--- config.mk ---
export PLATFORM = sky130hd
export DESIGN_NAME = csr_buffer
export DESIGN_NICKNAME = d
export VERILOG_FILES = /design/src/rtl/riscv.sv /design/src/rtl/ariane_pkg.sv /design/src/rtl/csr_buffer.sv
export SDC_FILE = /design/constraint.sdc
export NUM_CORES = 1
export LEC_CHECK = 0
export ABC_AREA = 1
export BUFFER_PORTS_ARGS = -buffer_cell sky130_fd_sc_hd__buf_4
export CAP_MARGIN = 25
export CELL_PAD_IN_SITES_DETAIL_PLACEMENT = 1
export CELL_PAD_IN_SITES_GLOBAL_PLACEMENT = 1
export CORE_UTILIZATION = 14
export DETAILED_ROUTE_END_ITERATION = 8
export PLACE_DENSITY_LB_ADDON = 0.1
export REMOVE_ABC_BUFFERS = 1
export SLEW_MARGIN = 20
export SYNTH_ARGS = -nofsm -noshare
export SYNTH_HDL_FRONTEND = slang
export SYNTH_SLANG_ARGS = --single-unit
--- constraint.sdc ---
create_clock -name clk_i -period 1.56 [get_ports clk_i]
set_input_delay 0.078 -clock clk_i [delete_from_list [all_inputs] [get_ports clk_i]]
set_output_delay 0.078 -clock clk_i [all_outputs]
set_load 0.03 [all_outputs]
--- src/rtl/riscv.sv ---
// Base ISA definitions shared by the core.
//   XLEN   : integer register / datapath width
//   xlen_t : one XLEN-wide datapath word
package riscv;

  localparam int unsigned XLEN = 64;

  typedef logic [XLEN-1:0] xlen_t;

endpackage

--- src/rtl/ariane_pkg.sv ---
// Core-wide types and widths used by the functional units.
//   csr_op_t  : CSR operation encoding (register and immediate forms)
//   fu_data_t : payload handed from issue to a functional unit
package ariane_pkg;

  localparam int unsigned XLEN           = riscv::XLEN;
  localparam int unsigned CSR_ADDR_WIDTH = 12;
  localparam int unsigned TRANS_ID_BITS  = 3;

  typedef enum logic [3:0] {
    CSR_READ,
    CSR_WRITE,
    CSR_SET,
    CSR_CLEAR,
    CSRRW,
    CSRRS,
    CSRRC,
    CSRRWI,
    CSRRSI,
    CSRRCI
  } csr_op_t;

  typedef struct packed {
    riscv::xlen_t              operand_a;
    riscv::xlen_t              operand_b;
    csr_op_t                   csr_op;
    logic [CSR_ADDR_WIDTH-1:0] csr_addr;
    logic [TRANS_ID_BITS-1:0]  trans_id;
  } fu_data_t;

endpackage

--- src/rtl/csr_buffer.sv ---
// Single-entry holding buffer for CSR instructions between issue and commit.
// The CSR address is parked here until the commit stage retires the op, since
// CSR state may only change at commit. operand_a is returned unchanged as the
// writeback value.
//
// Ports:
//   clk_i        : clock, rising edge
//   rst_ni       : synchronous reset, active HIGH despite the name
//   flush_i      : drop any outstanding entry
//   fu_data_i    : issue payload
//   csr_ready_o  : buffer can take a CSR op this cycle
//   csr_valid_i  : issue presents a CSR op
//   csr_result_o : writeback value (fu_data_i.operand_a)
//   csr_commit_i : commit retires the buffered op
//   csr_addr_o   : address of the buffered op
module csr_buffer
  import ariane_pkg::*;
#(
  parameter int unsigned CSR_ADDR_WIDTH = ariane_pkg::CSR_ADDR_WIDTH,
  parameter int unsigned XLEN           = ariane_pkg::XLEN
) (
  input  logic                      clk_i,
  input  logic                      rst_ni,
  input  logic                      flush_i,
  input  fu_data_t                  fu_data_i,
  output logic                      csr_ready_o,
  input  logic                      csr_valid_i,
  output logic [XLEN-1:0]           csr_result_o,
  input  logic                      csr_commit_i,
  output logic [CSR_ADDR_WIDTH-1:0] csr_addr_o
);

  logic                      valid_q, valid_d;
  logic [CSR_ADDR_WIDTH-1:0] addr_q, addr_d;

  // Only operand_a and csr_addr are consumed here.
  logic unused_fu_fields;
  assign unused_fu_fields = ^{fu_data_i.operand_b, fu_data_i.csr_op, fu_data_i.trans_id};

  assign csr_result_o = fu_data_i.operand_a;
  assign csr_addr_o   = addr_q;
  // A commit frees the slot in the same cycle, allowing back-to-back CSR ops.
  assign csr_ready_o  = ~valid_q | csr_commit_i;

  // Priority: flush, accept, commit-clear. Address holds unless a new op loads.
  always_comb begin
    valid_d = valid_q;
    addr_d  = addr_q;
    if (flush_i) begin
      valid_d = 1'b0;
    end else if (csr_valid_i && csr_ready_o) begin
      valid_d = 1'b1;
      addr_d  = fu_data_i.csr_addr;
    end else if (csr_commit_i) begin
      valid_d = 1'b0;
    end
  end

  always_ff @(posedge clk_i) begin
    if (rst_ni) begin
      valid_q <= 1'b0;
      addr_q  <= '0;
    end else begin
      valid_q <= valid_d;
      addr_q  <= addr_d;
    end
  end

endmodule

==> flow_summary_export.csv <==
group,metric,value,unit
floorplan,initial_utilization,14.8,%
routing,vias_per_cell,3.55,
setup_path,worst_path_dominant_cell_family,"simple AND/OR/NAND/NOR gates",
setup_path,crit_type,"flop to primary output",
floorplan,dieHeight,90.2,um
power_and_ir_drop,power.switching,263,uW
routing,ant_nets,0,
timing,finalClockSkew,2.26,ps
global_route,grt_start_max_net_pins,26,
setup_path,worst-path-buf-inv,1,
routing,post-route-drc-count,0,
power_and_ir_drop,vdd.ir_drop.worst,0.000241,V
synthesis,synthesis.yosys.warnings,0,
final_layout,share_of_cells_above_drive_strength_1,29.8,%
synthesis,async_sr_flop_fraction,0,%
clocking,clkSinkCount,13,
clocking,insertion_delay,250,ps
placed_design,hpwl,6.22,mm
placed_design,detailed_place.area,896,um2
placed_design,portBuffers,29,
final_layout,layout.nets,267,
power_and_ir_drop,comb_power_share,21.2,%
timing,slew_at_the_pin_closest_to_its_max_slew_limit,590,ps
global_route,wire_length_of_the_first_global_routing_pass,8.65,mm
timing,final_period_minus_worst_setup_slack,1300,ps
routing,avgRoutedWirePerCell,32.8,um
timing,setup_violations,0,
synthesis,synth.ff_latch_count,13,
setup_path,cp-endpoint,"csr_ready_o",
final_layout,final_cell_area,951,um2
synthesis,synth_common_cells,"buf_4, inv_1, a21oi_1, dfxtp_1",
setup_path,crit_slowest_cell,"nand2_2",
synthesis,syn-mean-instance-area,7.31,um2
synthesis,dominantRegCellSynth,"dfxtp_1",
setup_path,r2r_start,"valid_q",
timing,timing_max_transition_violations_final,0,
setup_path,endpoint_kind,"primary output",
setup_path,worstReg2RegEnd,"csr_addr_o[5]",
floorplan,row_count,31,
final_layout,final.fill_count,919,
floorplan,design.core.area,0.00737,mm2
setup_path,critical_path.cell_chain,"nand2_2 > buf_4",
clocking,postCtsResizedCells,0,
routing,drt_first_pass_iters,5,
clocking,clkSlewWorstSetupHoldPaths,60,ps
clocking,ctsLongestPathBuffers,2,
power_and_ir_drop,switching_power_share_of_the_total,30.0,%
routing,route.vias.total,756,
setup_path,setup.worst_path.start,"valid_q",
run_status,run_status,"finished clean",
clocking,cts_tree,"yes",
synthesis,synth_largest_area_cell,"buf_4",
synthesis,post_syn_instances,149,
clocking,clockRootBuffer,"clkbuf_8",
synthesis,number_of_synthesized_flops_with_an_enable_pin,0,
timing,slew-limit-headroom,60.6,%
timing,fin_tns_setup,0,ps
power_and_ir_drop,p_int,613,uW
synthesis,post-synth-top-count-cell,"buf_4",
power_and_ir_drop,power.static_leakage,0.000458,uW
setup_path,critical_path_peak_fanout,25,
final_layout,sequential_cell_area,260,um2
final_layout,antenna_cells_inserted,0,
final_layout,multi_input_area,238,um2
worst_hold_path,hold-path-cell-count,2,
setup_path,start_kind,"flop",
synthesis,post-synth-top-area-fraction,44.1,%
worst_hold_path,hp-class,"input port to flop",
power_and_ir_drop,power_frac_seq,41.8,%
clocking,cts.repair_timing.setup_buffer_count,0,
global_route,groute.usage.overall,16.9,%
setup_path,critical_path_arrival,1220,ps
global_route,grt_remaining_overflow,0,
setup_path,worstRegToRegCells,4,
floorplan,pin_count,229,
global_route,grt_pass1_vias,804,
timing,hold-worst-slack,21.4,ps
timing,hold_viol_final,0,
power_and_ir_drop,power_per_cell_area,922,mW/mm2
power_and_ir_drop,share_clk_of_total_power,36.9,%
clocking,htree_num_levels,1,
final_layout,synthToLayoutAreaGrowth,-12.7,%
synthesis,synth_area_leaders,"buf_4, dfxtp_1, a21oi_1",
global_route,antenna_violations_before_repair,0,
job,cap_violations,0,
timing,post-route-period-util,83.2,%
floorplan,die-area,0.00814,mm2
routing,routed_wirelength,7.00,mm
setup_path,timing.reg2reg.setup_slack,430,ps
floorplan,die_w,90.2,um
routing,detail_route.iter0.violations,19,
synthesis,synth.distinct_cells,13,
setup_path,critical-path-max-stage-delay,390,ps
timing,rsz0062_at_grt,"no",
clocking,cts_buffer_count,3,
synthesis,yosysSeqAreaShare,23.9,%
setup_path,worst-endpoint-required,1480,ps
synthesis,synthesis.area,0.00109,mm2
setup_path,critical_path_cell_count,2,
timing,achievable-frequency,0.770,GHz
placed_design,gp_congestion,0.748,
[registers in the layout, summed over array words and instances, names as in the netlist]
signal and count:
csr_addr_o 12, valid_q 1
[what timing repair did]
| action | CTS | global route |
|---|---|---|
| hold buffers | 1 | 0 |
| setup endpoints to repair | 0 | 0 |
| hold endpoints to repair | 1 | 0 |
[per-stage QoR]
stage | cells | util (%) | total power [uW] | worst slack (ps)
detailed placement | 208 | 12.2 | 563 | 408
global placement | 208 | 12.2 | 559 | 426
finish | 213 | 12.9 | 877 | 262
global route | 213 | 12.9 | 938 | 176
CTS | 213 | 12.9 | 904 | 213
floorplan | 80 | - | 474 | 568
[cell usage in the layout (no fill, tap or decap), drive strengths merged]
| cell type | instances |
|---|---|
| dfxtp | 13 |
| a21oi | 13 |
| dlygate4sd3 | 1 |
| nand3 | 12 |
| inv | 15 |
| nand2 | 13 |
| buf | 29 |
| nor3 | 1 |
| clkbuf | 4 |
| nor2 | 13 |
[kinds of logic (layout without fill, tap and decap cells)]
group,Yosys count,in the layout,synth area share (%)
flops,13,13,23.9
simple gates,39,39,15.8
buf+inv,84,49,54.3
compound gates,13,13,5.97
[worst min path at each step]
stage | start | endpoint
floorplan | rst_ni | valid_q
global placement | fu_data_i[107] | csr_result_o[24]
detailed placement | fu_data_i[107] | csr_result_o[24]
CTS | flush_i | valid_q
global route | flush_i | valid_q
finish | flush_i | valid_q
[layout make-up]
class,count,area share [%]
Clock buffer,4,4.74
Timing Repair Buffer,30,23.9
Multi-Input combinational cell,52,25.0
Sequential cell,13,27.4
Tap cell,99,13.0
Inverter,15,5.92
[layer usage]
layer,GRT usage [%],wire length (um)
met4,2.55,38
met5,5.13,51
met2,29.0,3540
met3,23.7,1970
met1,9.55,1400
[power groups by stage]
stage	Combinational, uW	Clock, uW	Sequential (uW)
2_1_floorplan	59.5	0	414
3_3_place_gp	185	0	374
3_5_place_dp	188	0	374
4_1_cts	190	347	367
5_1_grt	203	365	369
6_report	186	324	367
(Power assumes the default switching activity.)
